File: src/rtl/risc_ctrl.sv
// Instruction-sequencing controller for the 8-bit RISC core: fixed 8-cycle
// frame (two byte fetches, decode, execute) driving the datapath strobes.
module risc_ctrl #(
    parameter int unsigned OP_W = 3,
    parameter int unsigned ST_W = 4
) (
    input  logic            clk,
    input  logic            rst_n,
    input  logic            ena,
    input  logic [OP_W-1:0] opcode,
    input  logic            zero,
    output logic            sel,
    output logic            rd,
    output logic            wr,
    output logic            load_ir,
    output logic            ir_hi,
    output logic            inc_pc,
    output logic            load_pc,
    output logic            load_acc,
    output logic            datactl_ena,
    output logic            halt,
    output logic [ST_W-1:0] state
);

    typedef enum logic [3:0] {
        IDLE = 4'd0,
        S0   = 4'd1,
        S1   = 4'd2,
        S2   = 4'd3,
        S3   = 4'd4,
        S4   = 4'd5,
        S5   = 4'd6,
        S6   = 4'd7,
        S7   = 4'd8,
        HALT = 4'd9
    } state_t;

    localparam logic [OP_W-1:0] OP_HLT = OP_W'(0);
    localparam logic [OP_W-1:0] OP_SKZ = OP_W'(1);
    localparam logic [OP_W-1:0] OP_ADD = OP_W'(2);
    localparam logic [OP_W-1:0] OP_AND = OP_W'(3);
    localparam logic [OP_W-1:0] OP_XOR = OP_W'(4);
    localparam logic [OP_W-1:0] OP_LDA = OP_W'(5);
    localparam logic [OP_W-1:0] OP_STO = OP_W'(6);
    localparam logic [OP_W-1:0] OP_JMP = OP_W'(7);

    state_t state_q, state_d;
    logic   zero_q;
    logic   ena_q;

    always_ff @(posedge clk) begin
        if (!rst_n) begin
            state_q <= IDLE;
            zero_q  <= 1'b0;
            ena_q   <= 1'b0;
        end else begin
            state_q <= state_d;
            ena_q   <= ena;
            // Flag is frozen at decode so late ALU changes cannot alter a skip.
            if (state_q == S2) begin
                zero_q <= zero;
            end
        end
    end

    always_comb begin
        state_d = state_q;
        case (state_q)
            IDLE:    state_d = ena ? S0 : IDLE;
            S0:      state_d = S1;
            S1:      state_d = S2;
            S2:      state_d = S3;
            S3:      state_d = (opcode == OP_HLT) ? HALT : S4;
            S4:      state_d = S5;
            S5:      state_d = S6;
            S6:      state_d = S7;
            S7:      state_d = ena ? S0 : IDLE;
            // Restart needs a fresh rising ena, so a held ena cannot bypass HLT.
            HALT:    state_d = (ena && !ena_q) ? S0 : HALT;
            default: state_d = IDLE;
        endcase
    end

    logic is_alu;
    assign is_alu = (opcode == OP_ADD) || (opcode == OP_AND) ||
                    (opcode == OP_XOR) || (opcode == OP_LDA);

    always_comb begin
        sel         = 1'b0;
        rd          = 1'b0;
        wr          = 1'b0;
        load_ir     = 1'b0;
        ir_hi       = 1'b0;
        inc_pc      = 1'b0;
        load_pc     = 1'b0;
        load_acc    = 1'b0;
        datactl_ena = 1'b0;
        halt        = 1'b0;
        case (state_q)
            S0: begin
                rd      = 1'b1;
                load_ir = 1'b1;
                ir_hi   = 1'b1;
                inc_pc  = 1'b1;
            end
            S1: begin
                rd      = 1'b1;
                load_ir = 1'b1;
                inc_pc  = 1'b1;
            end
            S3, S4, S5: begin
                if (is_alu) begin
                    sel      = 1'b1;
                    rd       = 1'b1;
                    load_acc = (state_q == S4);
                end else if (opcode == OP_STO) begin
                    sel         = 1'b1;
                    datactl_ena = 1'b1;
                    wr          = (state_q == S4);
                end else if (opcode == OP_SKZ) begin
                    inc_pc = zero_q && (state_q != S5);
                end else if (opcode == OP_JMP) begin
                    load_pc = (state_q == S4);
                end else if (opcode == OP_HLT) begin
                    halt = (state_q == S3);
                end
            end
            HALT:    halt = 1'b1;
            default: ;
        endcase
    end

    assign state = ST_W'(state_q);

endmodule

File: config.mk
export PLATFORM = sky130hd
export DESIGN_NAME = risc_ctrl
export DESIGN_NICKNAME = d
export VERILOG_FILES = /design/src/rtl/risc_ctrl.sv
export SDC_FILE = /design/constraint.sdc
export NUM_CORES = 1
export LEC_CHECK = 0
export ABC_AREA = 1
export BUFFER_PORTS_ARGS = -buffer_cell sky130_fd_sc_hd__buf_2
export CORE_AREA = 2 2 39 41
export DETAILED_ROUTE_END_ITERATION = 6
export DIE_AREA = 0 0 41 43
export GPL_TIMING_DRIVEN = 0
export PLACE_DENSITY_LB_ADDON = 0.3
export SYNTH_ARGS = -nofsm -noshare
export SYNTH_HDL_FRONTEND = slang
export SYNTH_SLANG_ARGS = --single-unit
File: constraint.sdc
create_clock -name clk -period 0.99 [get_ports clk]
set_input_delay 0.1485 -clock clk [delete_from_list [all_inputs] [get_ports clk]]
set_output_delay 0.1485 -clock clk [all_outputs]
set_load 0.02 [all_outputs]
==> impl_metrics.py, run 1 <==
metrics = {
    "sta": {
        "final_hold_viol_count": 0,
        "clock.fmax_mhz": 742.2,
        "skew_ns": 0.01000,
        "layout_setup_ws_ns": -0.3574,
        "rsz0062_at_grt": "yes",
        "slew_headroom_pct": 80.13,
        "slew_violations": 0,
        "finalHoldWorstSlack_ns": 0.1204,
        "timing.final.crit_period_ns": 1.347,
        "finalSetupViolCount": 14,
        "setup_tns_ns": -3.928,
        "post-route-period-util_pct": 136.1,
        "worst_slew_pin_slew_ns": 0.2972,
    },
    "cells_and_area": {
        "final_common_cell": "nand2_1",
        "areaGrowthSynthToFinish_pct": 96.37,
        "antenna_cells": 0,
        "drive_gt1_share_pct": 58.65,
        "final_cell_mix": "nand2_1 (15), buf_6 (13), nor2_1 (9), buf_2 (9)",
        "finalNonFillerCells": 120,
        "nets": 112,
        "fillers": 137,
    },
    "global_route": {
        "grt_pass1_wl_mm": 2.132,
        "overflow": 0,
        "grt_pass1_vias": 537,
        "grt_max_degree": 8,
        "antenna_found_initial": 0,
        "grt_usage_pct": 18.33,
    },
    "synth": {
        "ys_ff_latch": 6,
        "synthTopCellsByArea": "dfxtp_1 (29%), nand2_1 (16%), nor2_1 (13%), inv_1 (9.1%), nand3_1 (7.3%)",
        "synth-xor-area-share_pct": 0,
        "yosysTopAreaCell": "dfxtp_1",
        "synth_compound_area_share_pct": 7.251,
        "syn-num-nets": 79,
        "syn_area_um2": 414.1,
        "ys.warnings.count": 0,
        "synthCells": 72,
        "syn_avg_cell_area_um2": 5.752,
        "synth_cell_type_count": 14,
        "ys_seq_area_share_pct": 29.00,
        "synth_top_family_by_area": "simple AND/OR/NAND/NOR gates",
        "synthAdderAreaFrac_pct": 0,
        "synthMuxAreaShare_pct": 0,
        "synth_top_cell_area_share_pct": 29.00,
        "yosys.area_share.simple_pct": 51.96,
    },
    "critical_path": {
        "cp-startpoint": "state[2]",
        "cp.arrival_ns": 1.20,
        "worstSetupEndpointType": "primary output",
        "crit_type": "flop to primary output",
        "start_kind": "flop",
        "crit_fanout": 4,
        "reg2reg_from": "state[2]",
        "r2r_cells": 8,
        "crit_required_ns": 0.84,
    },
    "detailed_routing": {
        "dr.pass1.iters": 4,
        "avgRoutedWirePerCell_um": 10.77,
        "drc_errors": 0,
        "vias": 574,
        "vias_per_cell": 4.783,
        "wirelength_mm": 1.292,
        "drtIter0Drc": 14,
        "ant_nets": 0,
    },
    "floorplanning": {
        "core-area_um2": 1384,
        "io_pins": 21,
        "start_util_pct": 29.93,
        "die_area_um2": 1763,
        "rows": 14,
        "die_y_um": 43,
        "die_w_um": 41,
    },
    "placed_design": {
        "dp.cells": 108,
        "post-dp-hpwl_um": 905.3,
        "io_buffers": 20,
        "gp_routability_congestion": 0.8407,
    },
    "clock_tree": {
        "cts_tree": "done",
        "cts_made_buffers": 3,
        "cts_root_buffer": "clkbuf_4",
        "clock-sinks": 6,
        "clock_latency_ns": 0.25,
        "htreeDepth": 1,
        "path_clk_slew_ns": 0.05,
        "holdBufCountCts": 0,
        "clockBufferDepth": 2,
    },
    "pwr": {
        "power_density_nw_per_um2": 1249,
        "leakagePower_nw": 0.4210,
        "total_power_w": 0.001016,
        "ir_drop_v": 0.0007478,
    },
    "worst_hold_path": {
        "worstHoldStart": "rst_n",
        "min_path_type": "primary input to flop",
        "min_delay_path_depth": 3,
    },
    "outcome": {
        "outcome": "complete, but fails checks",
        "violations": "negative setup slack",
    },
    "run": {
        "drv_cap": 0,
    },
}
[where the power goes]
part / leakage, nW / switching [W] / internal [W]
combinational: 0.354 / 0.000270 / 0.000204
clock: 0.0150 / 0.0000909 / 0.000153
sequential: 0.0520 / 0.0000344 / 0.000263
[layout make-up]
class                           count  area, um2  share of cell area, %
Tap cell                           16      20.02                  2.462
Inverter                           13      53.80                  6.615
Clock buffer                        4      26.28                  3.231
Multi-Input combinational cell     53      341.6                  42.00
Sequential cell                     6      135.1                  16.62
Timing Repair Buffer               28      236.5                  29.08
[kinds of logic after synthesis]
family	Yosys count
simple gates	47
compound gates	6
buf+inv	13
flops	6
[worst paths after layout]
| path | slack [ns] | to |
|---|---|---|
| max | -0.36 | inc_pc |
| min reg2reg | 0.46 | zero_q |
| max reg2reg | -0.27 | state[3] |
| min | 0.12 | state[2] |
[worst max-delay path: stages (launching register included)]
cell and delay (ns):
dfxtp_4 0.36, inv_4 0.04, nor2_4 0.18, nand2_4 0.11, o21ai_2 0.13, buf_6 0.13
[metal layers]
layer	vias up	GRT usage, %	routed length (um)	share of wire, %
li1	289	-	-	-
met1	261	20.13	489	38
met2	20	30.00	718	56
met3	4	3.141	61	4.7
met4	0	12.00	23	1.8
met5	-	0	0	0
[Yosys cell counts, drive strengths merged]
cell	instances
dfxtp	6
inv	13
o21ai	4
nand4	2
nand2	21
nor2	16
a21oi	2
nor3	1
nand3	6
nor4	1
[sequential cells by signal, summed over array words and instances, names as in the netlist]
name	flops
zero_q	1
ena_q	1
state	4
[through the flow]
step / worst slack, ns / instance area (um2) / utilization, %
3_3_place_gp: -0.1735 / 608.1 / 43.94
4_1_cts: -0.3700 / 763.2 / 55.15
2_1_floorplan: -0.1168 / 488.0 / -
3_5_place_dp: -0.1744 / 608.1 / 43.94
6_report: -0.3574 / 813.3 / 58.77
5_1_grt: -0.4239 / 813.3 / 58.77
[repair_timing]
item                                    4_1_cts  5_1_grt
endpoints found under the setup margin       12       16
pin swaps                                     9        5
gates resized for setup                      29        8
buffers inserted                              5        3
Note: power is estimated with default switching activity, not from simulation.
==> run 2, diff against run 1 <==
Settings changed: TNS_END_PERCENT set to 50.
==> impl_metrics.py, run 2 (same netlist as run 1, synthesis figures left out) <==
metrics = {
    "outcome": {
        "outcome": "complete, but fails checks",
        "violations": "negative setup slack",
    },
    "sta": {
        "slew_headroom_pct": 83.86,
        "clock.fmax_mhz": 743.6,
        "skew_ns": 0.001907,
        "timing.final.crit_period_ns": 1.345,
        "rsz0062_at_grt": "yes",
        "finalHoldWorstSlack_ns": 0.1239,
        "slew_violations": 0,
        "final_hold_viol_count": 0,
        "worst_slew_pin_slew_ns": 0.2415,
        "post-route-period-util_pct": 135.8,
        "finalSetupViolCount": 15,
        "layout_setup_ws_ns": -0.3548,
    },
    "critical_path": {
        "cp.arrival_ns": 1.20,
        "crit_fanout": 6,
        "path_cells": "nor2_4 > nand2_4 > o21ai_2 > buf_6",
        "slowest_stage": "dfxtp_4",
        "start_kind": "flop",
        "critPathMaxStageDelay_ns": 0.37,
        "path_delay_family": "flip-flops",
        "path_buf_inv": 1,
        "crit_required_ns": 0.84,
        "crit_type": "flop to primary output",
        "worstSetupEndpointType": "primary output",
    },
    "cells_and_area": {
        "final_common_cell": "nand2_1",
        "seq_area_um2": 135.1,
        "largest_reg_flops": 4,
        "areaGrowthSynthToFinish_pct": 87.92,
        "fillers": 140,
        "antenna_cells": 0,
        "finalCoreUtilization_pct": 56.24,
        "nets": 109,
        "drive_gt1_share_pct": 55.00,
        "final_area_um2": 778.2,
        "multi_input_area_um2": 326.6,
        "final_cell_mix": "nand2_1 (16), buf_6 (14), inv_1 (8), nor2_1 (8), buf_2 (8)",
    },
    "placed_design": {
        "pre_cts_ws_ns": -0.1844,
        "post-dp-hpwl_um": 868.5,
        "placed_area_um2": 603.1,
        "gp_routability_congestion": 0.8249,
        "io_buffers": 20,
    },
    "detailed_routing": {
        "vias": 525,
        "wirelength_mm": 1.137,
        "dr.pass1.iters": 4,
        "drc_errors": 0,
        "drtIter0Drc": 6,
        "vias_per_cell": 4.526,
        "ant_nets": 0,
        "avgRoutedWirePerCell_um": 9.802,
    },
    "clock_tree": {
        "htreeDepth": 1,
        "cts_root_buffer": "clkbuf_4",
        "clock-sinks": 6,
        "cts_made_buffers": 3,
        "cts_tree": "done",
        "clockBufferDepth": 2,
        "path_clk_slew_ns": 0.04,
        "clock_latency_ns": 0.24,
    },
    "global_route": {
        "overflow": 0,
        "grt_pass1_vias": 484,
        "grt_usage_pct": 14.99,
        "grt_max_degree": 7,
        "antenna_found_initial": 0,
        "grt_pass1_wl_mm": 1.814,
    },
    "floorplanning": {
        "io_pins": 21,
        "die_y_um": 43,
        "die_area_um2": 1763,
        "core-area_um2": 1384,
        "die_w_um": 41,
        "start_util_pct": 29.93,
        "rows": 14,
    },
    "pwr": {
        "power_density_nw_per_um2": 1273,
        "ir_drop_v": 0.0008057,
        "leakagePower_nw": 0.3989,
    },
    "run": {
        "drv_cap": 0,
    },
    "worst_hold_path": {
        "min_path_type": "primary input to flop",
    },
}
==> run 2: cell count changes in the layout (fill, tap and decap cells not counted), sizes merged <==
cell,delta
buf,-3
clkbuf,-1
==> run 2: timing repair <==
item	in CTS	in global routing
hold buffers	0	0
pin swaps	8	4
setup buffers	4	1
setup endpoints to repair	12	16
gates resized for setup	32	5
==> run 2: worst paths after layout <==
kind	from	end	slack, ns	cells past startpoint
setup / recovery	state[3]	rd	-0.35	4
hold reg to reg	zero_q	zero_q	0.48	2
setup reg to reg	state[3]	state[3]	-0.12	6
hold / removal	rst_n	ena_q	0.12	3
==> run 2: layout make-up <==
type | instances | share of cell area (%)
Clock buffer | 3 | 2.894
Inverter | 13 | 6.913
Multi-Input combinational cell | 53 | 41.96
Sequential cell | 6 | 17.36
Tap cell | 16 | 2.572
Timing Repair Buffer | 25 | 28.30
==> run 2: layer usage <==
| layer | track usage, % | routed length (um) |
|---|---|---|
| met3 | 1.571 | 42 |
| met4 | 8.000 | 0 |
| met1 | 18.12 | 499 |
| met2 | 24.38 | 595 |
| met5 | 0 | 0 |
==> run 2: worst reg2reg max path: stages (launching register included) <==
cell	delay (ns)
dfxtp_4	0.37
nor2_4	0.21
nand2_2	0.12
buf_6	0.13
nor2_1	0.08
nor2_1	0.06
nor2_1	0.08
==> run 2: through the flow <==
stage	setup TNS [ns]	total power [W]	cells
4_1_cts	-3.663	0.0009803	115
5_1_grt	-4.398	0.001055	116
6_report	-3.489	0.0009911	116
2_1_floorplan	-0.6083	0.0005361	72
3_5_place_dp	-1.175	0.0006380	108
3_3_place_gp	-1.115	0.0006328	108
==> run 2: report_power, final <==
part / total [W] / leakage, nW / internal [W] / switching [W]
sequential: 0.000296 / 0.0520 / 0.000263 / 0.0000330
clock: 0.000216 / 0.0138 / 0.000137 / 0.0000794
combinational: 0.000479 / 0.333 / 0.000214 / 0.000265
total: 0.000991 / 0.399 / 0.000614 / 0.000377
